===== src/rtl/unshift_two_pkg.sv =====
// Shared constants and state encoding for the dibit-to-byte deserializer.
package unshift_two_pkg;

    localparam int BYTE_W          = 8;
    localparam int DIBIT_W         = 2;
    localparam int NUM_PAIRS       = BYTE_W / DIBIT_W;
    localparam int DEF_TIMEOUT_CYC = 64;

    // IDLE is all-zero; S1..S3 are one-hot and double as "pairs held" markers.
    typedef enum logic [3:0] {
        IDLE = 4'b0000,
        S1   = 4'b0001,
        S2   = 4'b0010,
        S3   = 4'b0100
    } state_t;

endpackage


===== src/rtl/unshift_two_gap_timer.sv =====
// Idle-gap counter: counts enabled cycles since the last clear and saturates
// at TIMEOUT_CYC, where `expired` stays high until the next clear.
module gap_timer #(
    parameter int TIMEOUT_CYC = 64
) (
    input  logic clk,
    input  logic rst,
    input  logic clear,
    input  logic enable,
    output logic expired
);

    localparam int TO_W = $clog2(TIMEOUT_CYC + 1);
    localparam logic [TO_W-1:0] LIMIT = TO_W'(TIMEOUT_CYC);

    logic [TO_W-1:0] count_reg;

    always_ff @(posedge clk or posedge rst) begin
        if (rst) begin
            count_reg <= '0;
        end else if (clear) begin
            count_reg <= '0;
        end else if (enable && (count_reg != LIMIT)) begin
            count_reg <= count_reg + 1'b1;
        end
    end

    assign expired = (count_reg == LIMIT);

endmodule


===== src/rtl/unshift_two.sv =====
// Reassembles four LSB-first dibits into a byte with resync and gap timeout.
// Optional UNSHIFT_TWO_STATS_EN adds byte_cnt / err_cnt statistics outputs.
module unshift_two
    import unshift_two_pkg::*;
#(
    parameter int TIMEOUT_CYC = DEF_TIMEOUT_CYC
) (
    input  logic                clk,
    input  logic                rst,
    input  logic [DIBIT_W-1:0]  dibit_in,
    input  logic                dibit_valid,
    input  logic                frame_start,
    output logic [BYTE_W-1:0]   data_out,
    output logic                data_valid,
    output logic                frame_err,
    output logic                busy
`ifdef UNSHIFT_TWO_STATS_EN
    ,
    output logic [15:0]         byte_cnt,
    output logic [7:0]          err_cnt
`endif
);

    state_t                 state_reg, state_next;
    logic [BYTE_W-1:0]      data_out_reg, data_out_next;
    logic                   data_valid_reg, data_valid_next;
    logic                   frame_err_reg, frame_err_next;
    logic [NUM_PAIRS-2:0]   pair_we;
    logic                   pair_clr;
    logic [DIBIT_W-1:0]     pair_reg [NUM_PAIRS-1];
    logic                   accept;
    logic                   timer_expired;

    // A dibit counts as accepted when it starts a byte or extends a partial one.
    assign accept = dibit_valid && (frame_start || (state_reg != IDLE));

    gap_timer #(
        .TIMEOUT_CYC (TIMEOUT_CYC)
    ) u_gap_timer (
        .clk     (clk),
        .rst     (rst),
        .clear   (accept || (state_reg == IDLE)),
        .enable  (!dibit_valid),
        .expired (timer_expired)
    );

    always_ff @(posedge clk or posedge rst) begin
        if (rst) begin
            state_reg      <= IDLE;
            data_out_reg   <= '0;
            data_valid_reg <= 1'b0;
            frame_err_reg  <= 1'b0;
        end else begin
            state_reg      <= state_next;
            data_out_reg   <= data_out_next;
            data_valid_reg <= data_valid_next;
            frame_err_reg  <= frame_err_next;
        end
    end

    // Held pairs 0..2; pair 3 goes straight from dibit_in into data_out.
    genvar gi;
    generate
        for (gi = 0; gi < NUM_PAIRS - 1; gi++) begin : g_pair
            always_ff @(posedge clk or posedge rst) begin
                if (rst) begin
                    pair_reg[gi] <= '0;
                end else if (pair_we[gi]) begin
                    pair_reg[gi] <= dibit_in;
                end else if (pair_clr) begin
                    pair_reg[gi] <= '0;
                end
            end
        end
    endgenerate

    always_comb begin
        state_next      = state_reg;
        data_out_next   = data_out_reg;
        data_valid_next = 1'b0;
        frame_err_next  = 1'b0;
        pair_we         = '0;
        pair_clr        = 1'b0;

        case (state_reg)
            IDLE: begin
                if (dibit_valid && frame_start) begin
                    pair_we[0] = 1'b1;
                    state_next = S1;
                end
            end
            S1, S2, S3: begin
                if (dibit_valid && frame_start) begin
                    // Resync: drop the partial byte, new dibit becomes pair 0.
                    frame_err_next = 1'b1;
                    pair_we[0]     = 1'b1;
                    pair_clr       = 1'b1;
                    state_next     = S1;
                end else if (dibit_valid) begin
                    case (state_reg)
                        S1: begin
                            pair_we[1] = 1'b1;
                            state_next = S2;
                        end
                        S2: begin
                            pair_we[2] = 1'b1;
                            state_next = S3;
                        end
                        default: begin
                            data_out_next   = {dibit_in, pair_reg[2], pair_reg[1], pair_reg[0]};
                            data_valid_next = 1'b1;
                            pair_clr        = 1'b1;
                            state_next      = IDLE;
                        end
                    endcase
                end else if (timer_expired) begin
                    frame_err_next = 1'b1;
                    pair_clr       = 1'b1;
                    state_next     = IDLE;
                end
            end
            default: begin
                pair_clr   = 1'b1;
                state_next = IDLE;
            end
        endcase
    end

    assign data_out   = data_out_reg;
    assign data_valid = data_valid_reg;
    assign frame_err  = frame_err_reg;
    assign busy       = (state_reg != IDLE);

`ifdef UNSHIFT_TWO_STATS_EN
    logic [15:0] byte_cnt_reg;
    logic [7:0]  err_cnt_reg;

    // Byte count wraps; error count sticks at its maximum.
    always_ff @(posedge clk or posedge rst) begin
        if (rst) begin
            byte_cnt_reg <= '0;
            err_cnt_reg  <= '0;
        end else begin
            if (data_valid_next) begin
                byte_cnt_reg <= byte_cnt_reg + 16'd1;
            end
            if (frame_err_next && (err_cnt_reg != 8'hFF)) begin
                err_cnt_reg <= err_cnt_reg + 8'd1;
            end
        end
    end

    assign byte_cnt = byte_cnt_reg;
    assign err_cnt  = err_cnt_reg;
`endif

endmodule


===== config.mk =====
export PLATFORM = sky130hd
export DESIGN_NAME = unshift_two
export DESIGN_NICKNAME = d
export VERILOG_FILES = /design/src/rtl/unshift_two_pkg.sv /design/src/rtl/unshift_two_gap_timer.sv /design/src/rtl/unshift_two.sv
export SDC_FILE = /design/constraint.sdc
export NUM_CORES = 1
export LEC_CHECK = 0
export BUFFER_PORTS_ARGS = -buffer_cell sky130_fd_sc_hd__buf_2
export CAP_MARGIN = 10
export CELL_PAD_IN_SITES_DETAIL_PLACEMENT = 1
export CELL_PAD_IN_SITES_GLOBAL_PLACEMENT = 1
export CORE_MARGIN = 2
export CORE_UTILIZATION = 46
export CTS_BUF_LIST = sky130_fd_sc_hd__clkbuf_2
export CTS_CLUSTER_DIAMETER = 40
export CTS_CLUSTER_SIZE = 25
export DETAILED_ROUTE_END_ITERATION = 8
export GPL_ROUTABILITY_DRIVEN = 0
export GPL_TIMING_DRIVEN = 0
export PLACE_DENSITY_LB_ADDON = 0.1
export SLEW_MARGIN = 20
export SYNTH_ARGS = -nofsm -noshare
export SYNTH_HDL_FRONTEND = slang
export SYNTH_SLANG_ARGS = --single-unit

===== constraint.sdc =====
create_clock -name clk -period 2.2 [get_ports clk]
set_input_delay 0.44 -clock clk [delete_from_list [all_inputs] [get_ports clk]]
set_output_delay 0.44 -clock clk [all_outputs]
set_load 0.02 [all_outputs]

# Word-level counts from Yosys, hierarchy flattened
# Cells that the tools add are included.
# op_classes
n_reduce_logical	17
n_eq_ne	7
addsub	1
mux	30
n_bitwise	2
# op_table
operator	n
$mux W4	4
$mux W1	14
$mux W2	7
$mux W7	2
$pmux W4 S2	1
$reduce_bool A2 Y1	4
$add A7 B1 Y7 const B	1
$eq A7 B7 Y1 const B	1
$ne A7 B7 Y1 const B	1
$pmux W3 S2	1
$eq A4 B1 Y1 const B	1
$eq A4 B2 Y1 const B	1
$eq A4 B3 Y1 const B	1
$logic_not A4 Y1	1
$ne A4 B4 Y1 const B	1
$reduce_and A4 Y1	1
$reduce_bool A4 Y1	1
$reduce_or A4 Y1	1
$logic_and A1 B1 Y1	3
$reduce_or A3 Y1	1
$logic_or A1 B1 Y1	2
$ne A2 B1 Y1 const B	1
$not A1 Y1	2
$pmux W1 S2	1
other kinds (3)	3
# word_totals
register_bits	27
word_cells	65
input_bits	6
out_inout_bits	11

# Logic depth before layout (Yosys ltp)
# depth
word_depth	8
ltp_mapped	6
mapped_depth_nobuf	6

# Hierarchy
# Synthesis repeated with hierarchy kept, for this count alone.
# unflattened
cells_unflattened	118
hier_area_um2	1321.3
# by_module_without_submodules
mod	instances	cells_each	seq_area_each_um2	area_per_inst_um2
unshift_two	1	75	475.5	903.4
gap_timer	1	43	175.2	417.9

# Worst setup path after synthesis
# Ideal clock, no wire load.
# synth_timing
path_kind	reg-to-reg
start	reg u_gap_timer.count_reg[0]
end	reg u_gap_timer.count_reg[2]
path_stages_with_launch	7
setup_slack_ps	645
setup_ps	78
period_less_slack_ps	1555
path_buffers	0
t_arrival_ps	1477
path_cell_list	dfrtp_1 inv_1 ha_1 and2_1 and2_1 or3b_2 a21oi_1
# synth_between
elab_chain_len	3
elab_cells_between_ends	6
cone_classes	1 x add/sub; 1 x eq/ne; 2 x mux; 2 x reduce/logical
# synth_rtl
item	line	source
start, declared	unshift_two_gap_timer.sv:16	logic [TO_W-1:0] count_reg;
start signal, assigned	unshift_two_gap_timer.sv:24	count_reg <= count_reg + 1'b1;
$add A7 B1 Y7 / $ne A7 B7 Y1 (equally long branches)	unshift_two_gap_timer.sv:24, unshift_two_gap_timer.sv:23	
$mux W7 / $logic_and A1 B1 Y1 (equally long branches)	unshift_two_gap_timer.sv:23	end else if (enable && (count_reg != LIMIT)) begin
$mux W7 / $reduce_bool A2 Y1 (equally long branches)	-	
# Several ways; a longest one is shown, not always the timed one. The select of a mux whose other input is x is not followed.
# A chain may end at the register's enable or synchronous reset.

# Worst setup path in the final report
# layout_timing
start	reg state_reg[1]
end	out busy
# layout_between
elab_chain_len	1
# layout_rtl
item	line	source
start, declared	unshift_two.sv:24	state_t state_reg, state_next;
start signal, assigned	unshift_two.sv:54	state_reg <= state_next;
$reduce_bool A4 Y1	unshift_two.sv:132	assign busy = (state_reg != IDLE);
end, declared	unshift_two.sv:16	output logic busy
# No other way between the ends.

==> reports/qor.yml <==
placed_design:
  placed_area_sq_um: 1370
  port_buffers: 16
  dpl.cell_count: 165
  post-place-ws_ns: 0.3907
  dp_hpwl_um: 2160
outcome:
  status: "completed"
synth:
  syn_inst: 119
  ys.warnings.count: 0
  postSynthNetCount: 127
  synth.cell_area_sq_um: 1252
  avgSynthCellArea_sq_um: 10.52
  synth_seq_cells: 26
  ys_types: 34
  seq_area_frac_synth_pct: 51.95
power_and_ir_drop:
  total_power_mw: 1.044
  p_per_area_nw_per_um2: 734.9
  p_leak_nw: 0.6774
  ir_worst_vdd_v: 0.0003758
global_routing:
  grt_pass1_vias: 1036
  grt_max_degree: 27
  groute.usage.overall_pct: 20.47
  grt_pass1_wl_um: 4995
  antenna_found_initial: 0
  overflow: 0
cells_and_area:
  drive_above_1_share_pct: 25.18
  layout.nets: 148
  n_antenna_cell: 0
  fin_cells: 169
  fin_area_sq_um: 1420
  layout_common_cells: "dfrtp_1 (26), buf_2 (16), nor2_1 (13)"
  fillers: 292
  largest_reg_flops: 8
  multi_input_area_sq_um: 565.5
  layout_commonest_cell: "dfrtp_1"
  register_area_sq_um: 650.6
  area_growth_pct: 13.39
clocking:
  ctsLongestPathBuffers: 2
  post_cts_buffers: 0
  cts_max_level: 1
  hold_buffers: 0
  cts-buffers-inserted: 3
  cts_tree: "yes"
  cts.sinks: 26
  path_clk_slew_ns: 0.24
  worst_skew_pair.late_latency_ns: 0.34
  root_buffer: "clkbuf_2"
run:
  timing.max_cap.violations: 0
routing:
  via_per_inst: 5.615
  routedWlPerCell_um: 16.89
  firstDrtPassIters: 4
  drt_wl_total_um: 2854
  drt_iter0_markers: 30
  drcViolationCount: 0
  drtAntennaViolNets: 0
  via_count: 949
sta:
  fmax_ghz: 0.4873
  layout_setup_ws_ns: 0.1480
  timing.final.crit_share_pct: 93.27
  finalSetupViolCount: 0
  fin_skew_ns: 0.005365
  finalSetupTns_ns: 0
  slew_headroom_pct: 37.77
  fin_crit_ns: 2.052
  hold_viol: 0
  drv_slew: 0
  rsz0062_at_grt: "false"
  tightest_slew_ns: 0.9278
worst_setup_path:
  worstSetupStartpointType: "flip-flop"
  end_kind: "primary output"
  crit_type: "reg2out"
  cp.required_ns: 1.76
  cp_max_fo: 10
  arrival_ns: 1.61
  r2r_cells: 4
die:
  die-area_sq_um: 3156
  io_pins: 17
  die_h_um: 56.18
  start_util_pct: 49.65
  die_w_um: 56.18
  core_sq_um: 2522
  row_count: 18
hold_path:
  hp-class: "in2async"
[stage by stage]
stage,hold WS [ns],util (%)
after floorplan,0.4619,-
after global placement,0.4759,54.32
after detailed placement,0.4937,54.32
after CTS,0.2911,56.10
after global routing,0.1521,56.30
final,0.1364,56.30
[worst paths after layout]
check                      slack, ns                       to                            startpoint
min reg2reg                     0.54  pair_reg[1]$_DFFE_PP0P_               pair_reg[1]$_DFFE_PP0P_
min in group clk                0.36  pair_reg[0]$_DFFE_PP0P_                           dibit_in[0]
max reg2reg                     0.35  pair_reg[1]$_DFFE_PP0P_  u_gap_timer.count_reg[3]$_DFFE_PP0P_
max in group asynchronous       1.64  pair_reg[2]$_DFFE_PP0P_                                   rst
max                             0.15                     busy              state_reg[1]$_DFFE_PP0P_
min                             0.14  data_out[0]$_DFFE_PP0P_                                   rst
[power by group]
part	switching [mW]	internal (mW)	leakage, nW
Clock	0.139	0.157	0.0266
Combinational	0.123	0.0728	0.300
Sequential	0.0294	0.523	0.351
[critical path: stages, from the launching register on]
cell,delay (ns)
dfrtp_1,0.45
clkbuf_1,0.24
nor3_2,0.33
inv_1,0.09
buf_2,0.17
[cell type report]
class | count | share of cell area (%)
flip-flops and latches | 26 | 45.82
clock buffers | 3 | 1.057
well taps | 30 | 2.643
multi-input cells | 83 | 39.82
inverters | 7 | 1.850
clock inverters | 1 | 2.115
plain buffers | 3 | 1.057
repair buffers | 16 | 5.639
[layer usage]
layer  up-vias  GRT usage, %  share of wire, %
li1        452             -                 -
met1       467         25.94                43
met2        26         36.13                52
met3         4         3.023               3.7
met4         0         5.782               1.1
met5         -             0                 0
[synth_stat cells]
master | count | area [sq um]
mux2_2 | 8 | 90.09
o21ai_0 | 5 | 25.02
nand2_1 | 9 | 33.78
xor2_1 | 3 | 26.28
nand3b_1 | 1 | 7.510
nand3_2 | 1 | 10.01
a22oi_1 | 1 | 7.510
o31ai_1 | 1 | 7.510
nor2_1 | 13 | 48.80
nor2b_1 | 2 | 12.51
maj3_1 | 1 | 10.01
dfrtp_1 | 26 | 650.6
or2b_1 | 1 | 7.510
o211a_1 | 1 | 10.01
buf_4 | 1 | 7.510
nor4_1 | 1 | 6.260
inv_1 | 7 | 26.28
and2_1 | 2 | 12.51
xnor2_1 | 3 | 26.28
a32oi_1 | 3 | 26.28
nand3_1 | 6 | 30.03
ha_1 | 2 | 25.02
or4_4 | 1 | 11.26
nand2b_1 | 2 | 12.51
a31o_2 | 1 | 8.760
a32o_1 | 2 | 20.02
nor3_1 | 2 | 10.01
a21oi_1 | 6 | 30.03
nor3b_1 | 1 | 7.510
o22ai_1 | 1 | 6.260
or3b_2 | 1 | 8.760
clkbuf_1 | 2 | 7.510
a211oi_2 | 1 | 12.51
mux2i_1 | 1 | 10.01
[cells by family (layout without fill, tap and decap cells)]
kind of cell               after synthesis  count (layout)  synth area share, %
buffers and inverters                   10              30                3.298
AOI/OAI and AO/OA                       22              22                12.29
muxes                                    9               9                7.992
xor gates and xnor gates                 6               6                4.197
adders and majority gates                3               3                2.797
and+or+nand+nor                         43              43                17.48
DFF                                     26              26                51.95
[what timing repair did]
| item | CTS | global route |
|---|---|---|
| hold endpoints to repair | 0 | 0 |
| endpoints found under the setup margin | 0 | 1 |
| gates resized for setup | 0 | 1 |
Power figures use the tool's default switching activity.
